===== src/rtl/trap_arb_pkg.sv =====
// trap_arb_pkg: shared trap-arbiter encodings (FSM states, cause offset, csr_sel codes, exception codes)
package trap_arb_pkg;
  typedef enum logic [1:0] {ST_IDLE = 2'd0, ST_REQ = 2'd1, ST_HANDLER = 2'd2} state_t;
  localparam int IRQ_CAUSE_OFF = 16;
  localparam logic [1:0] CSR_MEPC = 2'd0;
  localparam logic [1:0] CSR_MCAUSE = 2'd1;
  localparam logic [1:0] CSR_MTVAL = 2'd2;
  localparam logic [1:0] CSR_PEND = 2'd3;
  localparam logic [4:0] EXC_INSN_MISALIGN = 5'd0;
  localparam logic [4:0] EXC_INSN_FAULT = 5'd1;
  localparam logic [4:0] EXC_ILLEGAL = 5'd2;
  localparam logic [4:0] EXC_BREAKPOINT = 5'd3;
  localparam logic [4:0] EXC_LOAD_FAULT = 5'd5;
  localparam logic [4:0] EXC_STORE_FAULT = 5'd7;
  localparam logic [4:0] EXC_ECALL_M = 5'd11;
endpackage


===== src/rtl/trap_arb_irq_sync.sv =====
// trap_arb_irq_sync: SYNC_STAGES-deep synchroniser for one irq line plus rising-edge detect
module trap_arb_irq_sync #(
  parameter int SYNC_STAGES = 2
) (
  input  logic clk,
  input  logic rst,
  input  logic i_irq,
  output logic o_level,
  output logic o_rise
);
  logic [SYNC_STAGES-1:0] r_sync;
  logic r_prev;
  always_ff @(posedge clk or posedge rst)
    if (rst) begin
      r_sync <= '0;
      r_prev <= 1'b0;
    end else begin
      r_sync <= {r_sync[SYNC_STAGES-2:0], i_irq};
      r_prev <= r_sync[SYNC_STAGES-1];
    end
  assign o_level = r_sync[SYNC_STAGES-1];
  assign o_rise = o_level & ~r_prev;
endmodule


===== src/rtl/trap_arb.sv =====
// trap_arb: exception/interrupt arbiter with trap CSR capture and fetch-flush handshake.
// Optional KRV_TRAP_VECTORED_EN enables vectored interrupt targets for mtvec_mode 01.
module trap_arb
  import trap_arb_pkg::*;
#(
  parameter int NUM_IRQ = 4,
  parameter int SYNC_STAGES = 2,
  parameter int ADDR_WIDTH = 32,
  parameter int DATA_WIDTH = 32
) (
  input  logic                  cpu_clk,
  input  logic                  cpu_rst,
  input  logic [NUM_IRQ-1:0]    irq_in,
  input  logic [NUM_IRQ-1:0]    irq_edge,
  input  logic [NUM_IRQ-1:0]    irq_en,
  input  logic                  mstatus_mie,
  input  logic                  exc_valid,
  input  logic [4:0]            exc_code,
  input  logic [ADDR_WIDTH-1:0] exc_pc,
  input  logic [DATA_WIDTH-1:0] exc_tval,
  input  logic [ADDR_WIDTH-1:0] int_pc,
  input  logic [ADDR_WIDTH-1:0] mtvec_base,
  input  logic [1:0]            mtvec_mode,
  output logic                  trap_req,
  input  logic                  trap_ack,
  output logic [ADDR_WIDTH-1:0] trap_vector,
  input  logic                  mret,
  input  logic                  csr_wr,
  input  logic [1:0]            csr_sel,
  input  logic [DATA_WIDTH-1:0] csr_wdata,
  output logic [ADDR_WIDTH-1:0] mepc,
  output logic [DATA_WIDTH-1:0] mcause,
  output logic [DATA_WIDTH-1:0] mtval,
  output logic [NUM_IRQ-1:0]    irq_pending,
  output logic                  in_handler
);
  state_t r_state, w_next;
  logic [NUM_IRQ-1:0] w_level, w_rise, r_pend, w_pend_nxt, w_elig, w_take_clr, w_w1c;
  logic [ADDR_WIDTH-1:0] r_mepc;
  logic [DATA_WIDTH-1:0] r_mcause, r_mtval;
  logic [3:0] r_idx, w_idx;
  logic r_is_irq, w_hit, w_cap_exc, w_cap_irq, w_csr_ok;
  for (genvar i = 0; i < NUM_IRQ; i++) begin : g_sync
    trap_arb_irq_sync #(.SYNC_STAGES(SYNC_STAGES)) u_sync (
      .clk(cpu_clk), .rst(cpu_rst), .i_irq(irq_in[i]), .o_level(w_level[i]), .o_rise(w_rise[i])
    );
  end
  assign in_handler = r_state != ST_IDLE;
  assign trap_req = r_state == ST_REQ;
  assign w_elig = r_pend & irq_en & {NUM_IRQ{mstatus_mie & ~in_handler}};
  assign w_hit = |w_elig;
  always_comb begin
    w_idx = '0;
    for (int k = NUM_IRQ - 1; k >= 0; k--) if (w_elig[k]) w_idx = 4'(k);
  end
  always_ff @(posedge cpu_clk or posedge cpu_rst)
    if (cpu_rst) r_state <= ST_IDLE;
    else r_state <= w_next;
  always_comb begin
    w_next = r_state;
    w_cap_exc = 1'b0;
    w_cap_irq = 1'b0;
    case (r_state)
      ST_IDLE: begin
        w_cap_exc = exc_valid;
        w_cap_irq = ~exc_valid & w_hit;
        w_next = (exc_valid | w_hit) ? ST_REQ : ST_IDLE;
      end
      ST_REQ: w_next = trap_ack ? ST_HANDLER : ST_REQ;
      ST_HANDLER: begin
        w_cap_exc = exc_valid;
        w_next = exc_valid ? ST_REQ : mret ? ST_IDLE : ST_HANDLER;
      end
      default: w_next = ST_IDLE;
    endcase
  end
  // captured trap state is frozen while the request is outstanding
  assign w_csr_ok = csr_wr & (r_state != ST_REQ);
  always_ff @(posedge cpu_clk or posedge cpu_rst)
    if (cpu_rst) begin
      r_mepc <= '0;
      r_mcause <= '1;
      r_mtval <= '0;
      r_idx <= '0;
      r_is_irq <= 1'b0;
    end else if (w_cap_exc) begin
      r_mepc <= exc_pc;
      r_mcause <= DATA_WIDTH'(exc_code);
      r_mtval <= exc_tval;
      r_is_irq <= 1'b0;
    end else if (w_cap_irq) begin
      r_mepc <= int_pc;
      r_mcause <= {1'b1, (DATA_WIDTH-1)'(IRQ_CAUSE_OFF + int'(w_idx))};
      r_idx <= w_idx;
      r_is_irq <= 1'b1;
    end else if (w_csr_ok) begin
      if (csr_sel == CSR_MEPC) r_mepc <= ADDR_WIDTH'(csr_wdata);
      if (csr_sel == CSR_MCAUSE) r_mcause <= csr_wdata;
      if (csr_sel == CSR_MTVAL) r_mtval <= csr_wdata;
    end
  // edge bits: a fresh rise beats both the take-clear and W1C; level bits track the synchronised line
  assign w_take_clr = (trap_req & trap_ack & r_is_irq) ? (NUM_IRQ'(1) << r_idx) : '0;
  assign w_w1c = (csr_wr && csr_sel == CSR_PEND) ? csr_wdata[NUM_IRQ-1:0] : '0;
  assign w_pend_nxt = (irq_edge & (w_rise | (r_pend & ~w_take_clr & ~w_w1c))) | (~irq_edge & w_level);
  always_ff @(posedge cpu_clk or posedge cpu_rst)
    if (cpu_rst) r_pend <= '0;
    else r_pend <= w_pend_nxt;
  assign mepc = r_mepc;
  assign mcause = r_mcause;
  assign mtval = r_mtval;
  assign irq_pending = r_pend;
`ifdef KRV_TRAP_VECTORED_EN
  assign trap_vector = (mtvec_mode == 2'b01 && r_is_irq) ?
                       mtvec_base + ADDR_WIDTH'(4 * (IRQ_CAUSE_OFF + int'(r_idx))) : mtvec_base;
`else
  logic w_unused;
  assign w_unused = ^mtvec_mode;
  assign trap_vector = mtvec_base;
`endif
endmodule

===== config.mk =====
export PLATFORM = sky130hd
export DESIGN_NAME = trap_arb
export DESIGN_NICKNAME = d
export VERILOG_FILES = /design/src/rtl/trap_arb_pkg.sv /design/src/rtl/trap_arb_irq_sync.sv /design/src/rtl/trap_arb.sv
export SDC_FILE = /design/constraint.sdc
export NUM_CORES = 1
export LEC_CHECK = 0
export CAP_MARGIN = 10
export CELL_PAD_IN_SITES_DETAIL_PLACEMENT = 1
export CELL_PAD_IN_SITES_GLOBAL_PLACEMENT = 2
export CORE_MARGIN = 2
export CORE_UTILIZATION = 22
export DETAILED_ROUTE_END_ITERATION = 12
export MAX_ROUTING_LAYER = met4
export PLACE_DENSITY_LB_ADDON = 0.25
export SYNTH_ARGS = -nofsm -noshare
export SYNTH_HDL_FRONTEND = slang
export SYNTH_SLANG_ARGS = --single-unit
export TNS_END_PERCENT = 5

===== constraint.sdc =====
create_clock -name cpu_clk -period 4.89 [get_ports cpu_clk]
set_clock_uncertainty 0.05 [all_clocks]
set_input_delay 0.7335 -clock cpu_clk [delete_from_list [all_inputs] [get_ports cpu_clk]]
set_output_delay 0.7335 -clock cpu_clk [all_outputs]
set_load 0.01 [all_outputs]

# Word-level counts from Yosys, hierarchy flattened
# Cells that the tools add are included.
# Widths: inputs -> output; s select.
# word_totals
in_bits,188
register_bits,119
elab_cells,95
output_inout_bits,134
# op_classes
mux,27
n_shift,1
n_eq_ne,7
add_sub_neg,1
bitwise,28
reduce_logical,16
# op_table
operator,n
$mux 32,12
$and 4x4->4,6
$mux 4,5
$not 4->4,3
$and 1x1->1,9
$reduce_bool 3->1,3
$mux 2,4
$or 4x4->4,2
$reduce_bool 2->1,4
$not 1->1,7
$add 5x4->6 const A,1
$eq 2x2->1 const B,3
$pmux 2 s3,1
$reduce_and 2->1,3
$mux 1,5
$eq 2x1->1 const B,2
$logic_not 2->1,2
$reduce_or 4->1,1
$shl 1x4->4 const A,1
$reduce_and 3->1,1
$ne 2x1->1 const B,1
$ne 2x2->1 const B,1
$reduce_or 2->1,1
$logic_and 1x1->1,1
$or 1x1->1,1

# Logic depth before layout (Yosys ltp)
# depth
depth_word,11
mapped_depth,8

# By module
# Synthesis repeated with hierarchy kept, for this count alone.
# hier_totals
cells_unflattened,569
hier_area_um2,5972.0
# by_module_without_submodules
module,area_each_um2,n_inst,cells_each,seq_area_each_um2
trap_arb,5601.6,1,549,2667.6
trap_arb_irq_sync,92.6,4,5,75.1

# Worst setup path before layout
# OpenSTA, ideal clock, no wires.
# synth_path
path_type,input to register
from,in irq_en[1]
to,reg r_mepc[10] (netlist: mepc[10])
slack_ns,2.646
stages,5
arrival_ns,2.069
t_required_ns,4.715
path_cell_list,a22oi_1 a21boi_2 nor3_2 buf_2 mux2_2
# synth_via
elab_chain_len,7
# synth_rtl
element,line,text
"start, declared",trap_arb.sv:15,"input logic [NUM_IRQ-1:0] irq_en,"
$and 4x4->4 (*) (2 in series),trap_arb.sv:50,assign w_elig = r_pend & irq_en & {NUM_IRQ{mstatus_mie & ~in_handler}};
$reduce_or 4->1 (*),trap_arb.sv:51,assign w_hit = |w_elig;
$and 1x1->1 (*),trap_arb.sv:66,w_cap_irq = ~exc_valid & w_hit;
$mux 1 (*),trap_arb.sv:63,case (r_state)
$reduce_bool 3->1 (no source line) / $mux 32 (equally long branches),n/a,
$reduce_and 2->1 (no source line) / $mux 32 (equally long branches),n/a,
"end signal, assigned",trap_arb.sv:87,r_mepc <= exc_pc;
"end signal, assigned",trap_arb.sv:92,r_mepc <= int_pc;
"end signal, assigned",trap_arb.sv:97,if (csr_sel == CSR_MEPC) r_mepc <= ADDR_WIDTH'(csr_wdata);
"end, declared",trap_arb.sv:39,logic [ADDR_WIDTH-1:0] r_mepc;
# Every way passes the cells marked *; elsewhere a longest branch is shown, timed or not.
# A chain may end at the register's enable or synchronous reset.

# Final worst setup path
# layout_path
from,in exc_valid
to,reg r_mtval[31] (netlist: mtval[31])
# layout_via
elab_chain_len,5
# layout_rtl
element,line,text
"start, declared",trap_arb.sv:17,"input logic exc_valid,"
$not 1->1,trap_arb.sv:66,
$and 1x1->1,trap_arb.sv:66,
$mux 1,trap_arb.sv:63,
$ne 2x2->1 (no source line),n/a,
$reduce_and 3->1 (no source line),n/a,
"end signal, assigned",trap_arb.sv:89,r_mtval <= exc_tval;
"end signal, assigned",trap_arb.sv:99,if (csr_sel == CSR_MTVAL) r_mtval <= csr_wdata;
"end, declared",trap_arb.sv:40,"logic [DATA_WIDTH-1:0] r_mcause, r_mtval;"
# Several ways; a longest one is shown, not always the timed one.

==> results.yml <==
status:
  status: "finished, violations left"
  violations: "DRC"
die:
  start_util: 0.225
  io_pins: 322
  rows: 59
  core-area_um2: 26100
  die_area_um2: 28000
  die_x_um: 167
  dieHeight_um: 167
setup_path:
  cp.required_ns: 5.13
  r2r_start: "r_state[0]"
  reg2reg_slack_ns: 2.07
  reg2reg_to: "mtval[31]"
  start_kind: "input port"
  endpoint_kind: "register"
  r2r_cells: 5
  critical_path.max_fanout: 32
  cp.arrival_ns: 3.38
  worstSetupPathType: "input port to register"
global_route:
  antenna_found_initial: 4
  grt_max_degree: 76
  grt_usage: 0.181
  grt_pass1_wl_um: 36800
  grt_overflow: 0
  first_global_vias: 5771
timing:
  tightest_slew_ns: 1.04
  maxSlewHeadroom: 0.306
  finalSetupTns_ns: 0
  setup_viol: 0
  holdWs_ns: 0.300
  rsz0062_at_grt: "no"
  slew_viol_final: 0
  max_freq_mhz: 318
  timing.final.crit_share: 0.643
  hold_violations: 0
  min_period_ns: 3.14
synthesis:
  netlist-cell-type-count: 42
  synth.cell_area_um2: 5870
  async_flop_share: 1.00
  avgSynthCellArea_um2: 10.7
  synth_ff_type: "dfrtp_1"
  ys_ff_latch: 117
  yosys_warnings: 0
  synth_edf_count: 0
  ys_seq_area_frac: 0.506
  synthCells: 550
  syn-num-nets: 738
worst_hold_path:
  min_to: "g_sync[0].u_sync.r_sync[1]"
  hold_path_startpoint: "g_sync[0].u_sync.r_sync[0]"
  hold_path.class: "register to register"
  hold_depth: 0
detailed_routing:
  drt-vias-per-instance: 4.68
  antenna_left: 0
  post-route-drc-count: 24
  wl_met2_um: 12500
  drt_wl_total_um: 24700
  first_iter_violations: 246
  dr_wl_met3_um: 1010
  top_layer: "met4"
  wl_met1_um: 10600
  first_pass_iters: 10
  wire_per_inst_um: 22.0
  via_count: 5235
cells_and_area:
  design_area_um2: 9160
  fin_util: 0.351
  synthToLayoutAreaGrowth_pct: 56.1
  fillers: 2903
  final_nets: 955
  drive_above_1_share: 0.150
power:
  max-vdd-ir-drop_mv: 0.189
  p_comb_frac: 0.425
  p_clk_frac: 0.261
  power_switching_share: 0.339
  finalPower_w: 0.00509
  p_seq_frac: 0.314
  p_int_w: 0.00337
  power_leakage_nw: 3.63
  p_per_area_nw_per_um2: 556
  switching_power_w: 0.00173
place:
  io_buffers: 255
  place.gp.congestion: 0.773
  hpwl_um: 18000
  placed_area_um2: 8530
cts:
  ctsRootBufferMaster: "clkbuf_16"
  cts_max_path_buffers: 2
  postCtsSetupBuffers: 0
  clock_latency_ns: 0.41
  clk_pin_slew_ns: 0.06
  cts_hold_buf: 0
  ctsResizeCount: 0
  tritoncts: "yes"
  numCtsBuffers: 17
  clock-sinks: 117
  ctsHtreeMaxLevel: 4
job:
  cap_violations: 0
[state kept, by name, summed over array words and instances, names as in the netlist]
name,count
r_is_irq,1
r_idx,2
r_state,2
mtval,32
g_sync.u_sync.r_prev,4
irq_pending,4
mcause,32
mepc,32
g_sync.u_sync.r_sync,8
[metal layers]
layer,vias to the layer above,GRT usage
met1,2643,0.220
met2,163,0.300
li1,2395,-
met4,0,0.0752
met3,34,0.0307
met5,-,-
[final cells by class]
cell class / count / area [µm²] / area share
diodes: 4 / 10.0 / 0.00109
repair buffers: 268 / 2650 / 0.289
clock buffers: 20 / 437 / 0.0477
multi-input cells: 360 / 2480 / 0.271
clock inverters: 12 / 181 / 0.0198
flip-flops and latches: 117 / 2970 / 0.324
inverters: 3 / 13.8 / 0.00150
well taps: 335 / 419 / 0.0458
[placed cells by master (no fill, tap or decap), types with 3 or more instances in the layout]
cell type,count
clkdlybuf4s50_1,255
nand2_1,130
dfrtp_1,85
o211ai_1,44
dfstp_2,32
mux2_1,30
mux2_2,28
o2bb2ai_1,27
clkbuf_16,17
nor2_1,13
buf_4,13
a22o_1,9
o22ai_1,9
nand3_1,6
nor3_1,6
a211oi_1,6
a21oi_1,5
diode_2,4
o21ai_0,4
nand4b_1,4
clkinvlp_4,4
bufinv_16,4
a22oi_1,3
a21o_1,3
o41ai_2,3
mux2i_1,3
o31ai_1,3
clkbuf_1,3
clkinv_4,3
[synth_stat cells (4+ instances only)]
cell type  instances  area, µm²
nand4b_1           4       35.0
a22o_1             9       78.8
dfrtp_1           85       2130
dfstp_2           32        841
nor2_1            13       48.8
nor3_1             6       30.0
clkbuf_1          20       75.1
buf_2             13       65.1
a21oi_1            5       25.0
mux2_2            28        315
o2bb2ai_1         27        236
buf_4             34        255
o22ai_1            9       56.3
a211oi_1           6       45.0
o211ai_1          44        330
nand3_1            6       30.0
o21ai_0            4       20.0
nand2_1          130        488
mux2_1            30        338
[stage by stage]
stage,setup WS (ns),instances
after floorplan,1.06,550
after global placement,1.34,1083
after detailed placement,1.32,1083
after CTS,1.75,1115
after global routing,1.61,1119
final,1.75,1119
[cell families after synthesis]
logic type	count (synthesis)	share of synthesized area
and+or+nand+nor	172	0.131
AOI/OAI and AO/OA	127	0.172
DFF	117	0.506
buffers and inverters	73	0.0751
muxes	61	0.116
[worst max-delay path by stage]
stage	start	to	slack [ns]	cells after the start
5_1_grt	exc_valid	mtval[31]	1.61	6
3_5_place_dp	exc_valid	mtval[31]	1.32	6
3_3_place_gp	exc_valid	mtval[30]	1.34	6
2_1_floorplan	cpu_rst	g_sync[0].u_sync.r_prev	1.06	1
4_1_cts	exc_valid	mtval[31]	1.75	6
6_report	exc_valid	mtval[31]	1.75	6
[worst max-delay path, cell delays in order]
cell,delay [ns]
clkdlybuf4s50_1,0.59
nor4b_4,0.28
buf_4,0.35
a21boi_4,0.25
a211o_2,0.73
mux2_2,0.41
[power groups by stage]
stage	Combinational, W	Sequential, W	Clock (W)
2_1_floorplan	0.000916	0.00173	0
3_5_place_dp	0.00220	0.00161	0
6_report	0.00217	0.00160	0.00133
3_3_place_gp	0.00217	0.00159	0
4_1_cts	0.00221	0.00160	0.00138
5_1_grt	0.00232	0.00165	0.00142
(Power assumes the default switching activity.)
